<file path="src/rtl/sha3_pad_stream.sv">
// SHA-3 multi-rate padder: turns a byte-granular AXI-Stream message into whole
// rate blocks (suffix 0x06, final bit 0x80) for the Keccak state loader.
module sha3_pad_stream #(
   parameter int unsigned DATA_WIDTH = 64
) (
   input  logic                    ACLK,
   input  logic                    ARESETn,
   input  logic                    s_TVALID,
   output logic                    s_TREADY,
   input  logic [DATA_WIDTH-1:0]   s_TDATA,
   input  logic [DATA_WIDTH/8-1:0] s_TKEEP,
   input  logic                    s_TLAST,
   input  logic [1:0]              s_TUSER,
   output logic                    m_TVALID,
   input  logic                    m_TREADY,
   output logic [DATA_WIDTH-1:0]   m_TDATA,
   output logic                    m_TLAST,
   output logic                    m_TID,
   output logic [1:0]              m_TUSER
);

   localparam int unsigned BPW = DATA_WIDTH / 8;
   localparam int unsigned CW  = 8;

   localparam logic ST_MSG = 1'b0;
   localparam logic ST_PAD = 1'b1;

   logic                  state_q, state_d;
   logic [CW-1:0]         wcnt_q, wcnt_d;
   logic                  sp_q, sp_d;
   logic                  first_q, first_d;
   logic [1:0]            mode_q, mode_d;
   logic                  run_q;

   logic                  valid_d, last_d, id_d;
   logic [DATA_WIDTH-1:0] data_d;
   logic [1:0]            user_d;

   logic [1:0]            cur_mode;
   logic [CW-1:0]         last_w;
   logic                  blk_end;
   logic                  ld;
   logic                  accept;
   logic [CW-1:0]         kcnt;
   logic [DATA_WIDTH-1:0] part_word;

   // Next-state, next-output and handshake logic
   always_comb begin
      cur_mode = first_q ? s_TUSER : mode_q;
      case (cur_mode)
         2'd0:    last_w = CW'(144 / BPW - 1);
         2'd1:    last_w = CW'(136 / BPW - 1);
         2'd2:    last_w = CW'(104 / BPW - 1);
         default: last_w = CW'(72 / BPW - 1);
      endcase
      blk_end  = (wcnt_q == last_w);
      ld       = !m_TVALID || m_TREADY;
      s_TREADY = run_q && (state_q == ST_MSG) && ld;
      accept   = s_TVALID && s_TREADY;

      // Keep mask is contiguous from bit 0, so the suffix byte sits at popcount
      kcnt = '0;
      for (int unsigned i = 0; i < BPW; i++) begin
         kcnt = kcnt + CW'(s_TKEEP[i]);
      end
      for (int unsigned i = 0; i < BPW; i++) begin
         part_word[8*i +: 8] = s_TKEEP[i] ? s_TDATA[8*i +: 8]
                             : ((CW'(i) == kcnt) ? 8'h06 : 8'h00);
      end

      state_d = state_q;
      wcnt_d  = wcnt_q;
      sp_d    = sp_q;
      first_d = first_q;
      mode_d  = mode_q;
      valid_d = ld ? 1'b0 : m_TVALID;
      data_d  = m_TDATA;
      last_d  = m_TLAST;
      id_d    = m_TID;
      user_d  = m_TUSER;

      if (state_q == ST_MSG) begin
         if (accept) begin
            valid_d = 1'b1;
            user_d  = cur_mode;
            mode_d  = cur_mode;
            first_d = 1'b0;
            wcnt_d  = blk_end ? '0 : wcnt_q + CW'(1);
            data_d  = s_TDATA;
            last_d  = blk_end;
            id_d    = 1'b0;
            if (s_TLAST) begin
               if (&s_TKEEP) begin
                  state_d = ST_PAD;
                  sp_d    = 1'b1;
               end else begin
                  data_d = part_word;
                  if (blk_end) begin
                     data_d[DATA_WIDTH-1 -: 8] = data_d[DATA_WIDTH-1 -: 8] | 8'h80;
                     id_d    = 1'b1;
                     first_d = 1'b1;
                  end else begin
                     state_d = ST_PAD;
                     sp_d    = 1'b0;
                  end
               end
            end
         end
      end else if (ld) begin
         valid_d = 1'b1;
         user_d  = mode_q;
         data_d  = '0;
         if (sp_q) begin
            data_d[7:0] = 8'h06;
            sp_d        = 1'b0;
         end
         last_d = blk_end;
         id_d   = blk_end;
         wcnt_d = blk_end ? '0 : wcnt_q + CW'(1);
         if (blk_end) begin
            data_d[DATA_WIDTH-1 -: 8] = data_d[DATA_WIDTH-1 -: 8] | 8'h80;
            state_d = ST_MSG;
            first_d = 1'b1;
         end
      end
   end

   // State and output register
   always_ff @(posedge ACLK or negedge ARESETn) begin
      if (!ARESETn) begin
         state_q  <= ST_MSG;
         wcnt_q   <= '0;
         sp_q     <= 1'b0;
         first_q  <= 1'b1;
         mode_q   <= '0;
         run_q    <= 1'b0;
         m_TVALID <= 1'b0;
         m_TDATA  <= '0;
         m_TLAST  <= 1'b0;
         m_TID    <= 1'b0;
         m_TUSER  <= '0;
      end else begin
         state_q  <= state_d;
         wcnt_q   <= wcnt_d;
         sp_q     <= sp_d;
         first_q  <= first_d;
         mode_q   <= mode_d;
         run_q    <= 1'b1;
         m_TVALID <= valid_d;
         m_TDATA  <= data_d;
         m_TLAST  <= last_d;
         m_TID    <= id_d;
         m_TUSER  <= user_d;
      end
   end

endmodule

</file>
<file path="config.mk">
export PLATFORM = sky130hd
export DESIGN_NAME = sha3_pad_stream
export DESIGN_NICKNAME = d
export VERILOG_FILES = /design/src/rtl/sha3_pad_stream.sv
export SDC_FILE = /design/constraint.sdc
export NUM_CORES = 1
export LEC_CHECK = 0
export CAP_MARGIN = 20
export CELL_PAD_IN_SITES_DETAIL_PLACEMENT = 1
export CELL_PAD_IN_SITES_GLOBAL_PLACEMENT = 1
export CORE_MARGIN = 2
export CORE_UTILIZATION = 23
export CTS_CLUSTER_SIZE = 25
export DETAILED_ROUTE_END_ITERATION = 12
export HOLD_SLACK_MARGIN = 0.08
export PLACE_DENSITY = 0.59
export SYNTH_ARGS = -nofsm -noshare
export SYNTH_HDL_FRONTEND = slang
export SYNTH_SLANG_ARGS = --single-unit
</file>
<file path="constraint.sdc">
create_clock -name ACLK -period 2.05 [get_ports ACLK]
set_input_delay 0.41 -clock ACLK [delete_from_list [all_inputs] [get_ports ACLK]]
set_output_delay 0.41 -clock ACLK [all_outputs]
set_load 0.02 [all_outputs]
</file>
==> flow_summary.yaml <==
layout:
  final_cells: 769
  fillCellCount: 1759
  antennaDiodeCount: 0
  final_nets: 636
  final_util: 0.400
  final_layout_size_suffix_gt1_frac: 0.184
  area_delta_synth_final_pct: 71.0
critical_path:
  start_kind: "primary input"
  worstPathArrival_ps: 3510
  crit_required_ps: 2270
  crit_path_end_kind: "flop"
  path_max_fanout: 4
  reg2reg_slack_ps: 80
  r2r-start: "first_q"
  ff2ff_path_depth: 6
  r2r_end: "sp_q"
  critPathKind: "primary input to flop"
drt:
  vias: 3489
  wl_mm: 12.8
  drt_iter0_markers: 100
  drc_errors: 0
  dr.pass1.iters: 4
  vias_per_cell: 4.54
  detail-route-antenna-nets: 0
  post_drt_wl_per_cell_um: 16.7
global_route:
  grt_start_max_net_pins: 33
  grt_pass1_wl_mm: 19.8
  grt.total_usage: 0.150
  gr-total-overflow: 0
  antenna_found_initial: 0
  grt_pass1_vias: 3748
synthesis:
  ys_warn_count: 0
  synth.top_cell.area_share: 0.556
  synth_commonest_cells: "dfrtp_1, nand2_1, a22o_1"
  ys_types: 44
  synth-main-ff-cell: "dfrtp_1"
  synth_area_leaders: "dfrtp_1, a22o_1, nand2_1, a221o_1, nand3_1"
  synth-async-reset-ratio: 1.00
  syn_inst: 347
  yosys.area.top_type: "dfrtp_1"
  avgSynthCellArea_um2: 10.6
  synth.most_common_cell: "dfrtp_1"
  syn-num-nets: 435
  synth_edf_count: 0
  synth-seq-cells: 83
  ys_seq_area_frac: 0.563
  syn_area_um2: 3690
timing:
  max_slew.worst_pin.slew_ps: 546
  slew_violations: 0
  hold_violations: 0
  fmax_mhz: 304
  post-route-min-period_ps: 3290
  finalCritPeriodShare: 1.60
  setup_ws_ps: -1240
  setup_viol: 16
  skew_ps: 6.68
  rsz0062_at_grt: "true"
  max-slew-margin-rel: 0.635
pwr:
  power.switching_mw: 2.88
  peakVddDrop_v: 0.000436
  intPower_mw: 4.80
  power.leakage_nw: 2.87
  pwr-share-seq: 0.324
  pwr_density_cell_nw_per_um2: 1220
  p_total_mw: 7.68
  swShare: 0.375
  comb_power_share: 0.457
  clockPowerShare: 0.218
hold_path:
  hold_path_class: "flop to flop"
  min_path_cells: 2
  whs_endpoint: "m_TDATA[32]"
  hp-start: "m_TDATA[32]"
clock_tree:
  clk_latency_ps: 350
  cts_buffer_depth: 2
  numCtsBuffers: 9
  cts_tree: "yes"
  cts_num_sinks: 83
  path_clk_slew_ps: 60
  htree_levels: 3
  root_buffer: "clkbuf_16"
die:
  dieArea_um2: 17100
  core-area_um2: 15800
  die_w_um: 131
  fp.dieH_um: 131
  rows: 46
  start_util: 0.234
  pin_count: 149
placed_design:
  hpwl_mm: 9.96
  port_buffers: 148
  placedCellCount: 750
  gp_congestion: 0.793
job:
  maxCapViolations: 0
run_status:
  violations: "negative setup slack"
  outcome: "finished, violations left"
worst max-delay path: stages:
cell	delay, ps
buf_8	80
inv_4	30
fa_1	540
fa_1	430
fa_1	530
inv_1	50
ha_2	180
fa_2	380
nor3b_4	190
o2111ai_4	290
nor3_4	100
a221o_1	290
sequential cells by signal (all words and copies together) (netlist names):
register  cells
m_TVALID      1
m_TUSER       2
m_TID         1
mode_q        2
m_TLAST       1
wcnt_q        8
state_q       1
first_q       1
run_q         1
sp_q          1
m_TDATA      64
timing repair:
item / CTS / global route
pin swaps: 7 / 1
cloned: 1 / 0
gates resized for setup: 29 / 8
hold buffers: 1 / 0
setup endpoints to repair: 21 / 24
buffers inserted: 1 / 0
hold endpoints to repair: 25 / 0
final cells by class:
type / count / area (um2) / area share
Clock buffer: 9 / 225 / 0.0357
Sequential cell: 83 / 2080 / 0.329
Tap cell: 216 / 270 / 0.0428
Multi-Input combinational cell: 235 / 1630 / 0.258
Inverter: 14 / 62.6 / 0.00991
Timing Repair Buffer: 205 / 1970 / 0.312
Clock inverter: 7 / 77.6 / 0.0123
placed cells by master, fill, tap and decap left out, drive strengths merged, types with 6 or more instances in the layout:
master / n
clkdlybuf4s50: 142
dfrtp: 82
buf: 60
nand2: 57
a22o: 32
nor2: 23
nand3: 21
a21oi: 15
inv: 15
a221o: 13
o21ai: 11
clkbuf: 10
nand2b: 9
nor3: 6
power groups by stage:
stage | clock network [mW] | registers [mW] | logic (mW)
global placement | 0 | 2.48 | 3.35
CTS | 1.73 | 2.49 | 3.51
global route | 1.79 | 2.55 | 3.81
finish | 1.68 | 2.49 | 3.51
floorplan | 0 | 2.96 | 1.18
detailed placement | 0 | 2.50 | 3.43
worst max path at each step:
stage               start           to  cells after the start
3_3_place_gp   s_TKEEP[1]  m_TDATA[49]                     12
2_1_floorplan  s_TKEEP[1]  m_TDATA[49]                     11
5_1_grt        s_TKEEP[0]  m_TDATA[26]                     12
3_5_place_dp   s_TKEEP[1]  m_TDATA[26]                     12
4_1_cts        s_TKEEP[0]  m_TDATA[26]                     12
6_report       s_TKEEP[0]  m_TDATA[26]                     12
per-layer routing:
layer / share of wire / routed length, um / track usage / vias up
li1: - / - / - / 1647
met1: 0.46 / 5920 / 0.202 / 1714
met2: 0.46 / 5920 / 0.240 / 108
met3: 0.055 / 711 / 0.0301 / 20
met4: 0.024 / 302 / 0.0601 / 0
met5: 0 / 0 / 0 / -
kinds of logic (layout without fill, tap and decap cells):
family	Yosys count	count (layout)	share of synthesized area
fa+ha+maj	9	9	0.0386
simple gates	132	132	0.166
buf+inv	30	235	0.0349
mux	3	3	0.00915
flops	83	83	0.563
xor+xnor	3	3	0.00712
other cells	1	1	0.00102
compound gates	86	87	0.180
per-stage QoR:
stage          setup WS, ps  TNS [ps]  hold slack, ps  area (um2)
2_1_floorplan         -1280    -19650             114        3730
3_3_place_gp          -2060    -37750             371        5890
3_5_place_dp          -2150    -39590             376        5890
4_1_cts               -1230    -19110             472        6270
5_1_grt               -1340    -20940             479        6310
6_report              -1240    -19250             470        6310
Note: power is estimated with default switching activity, not from simulation.
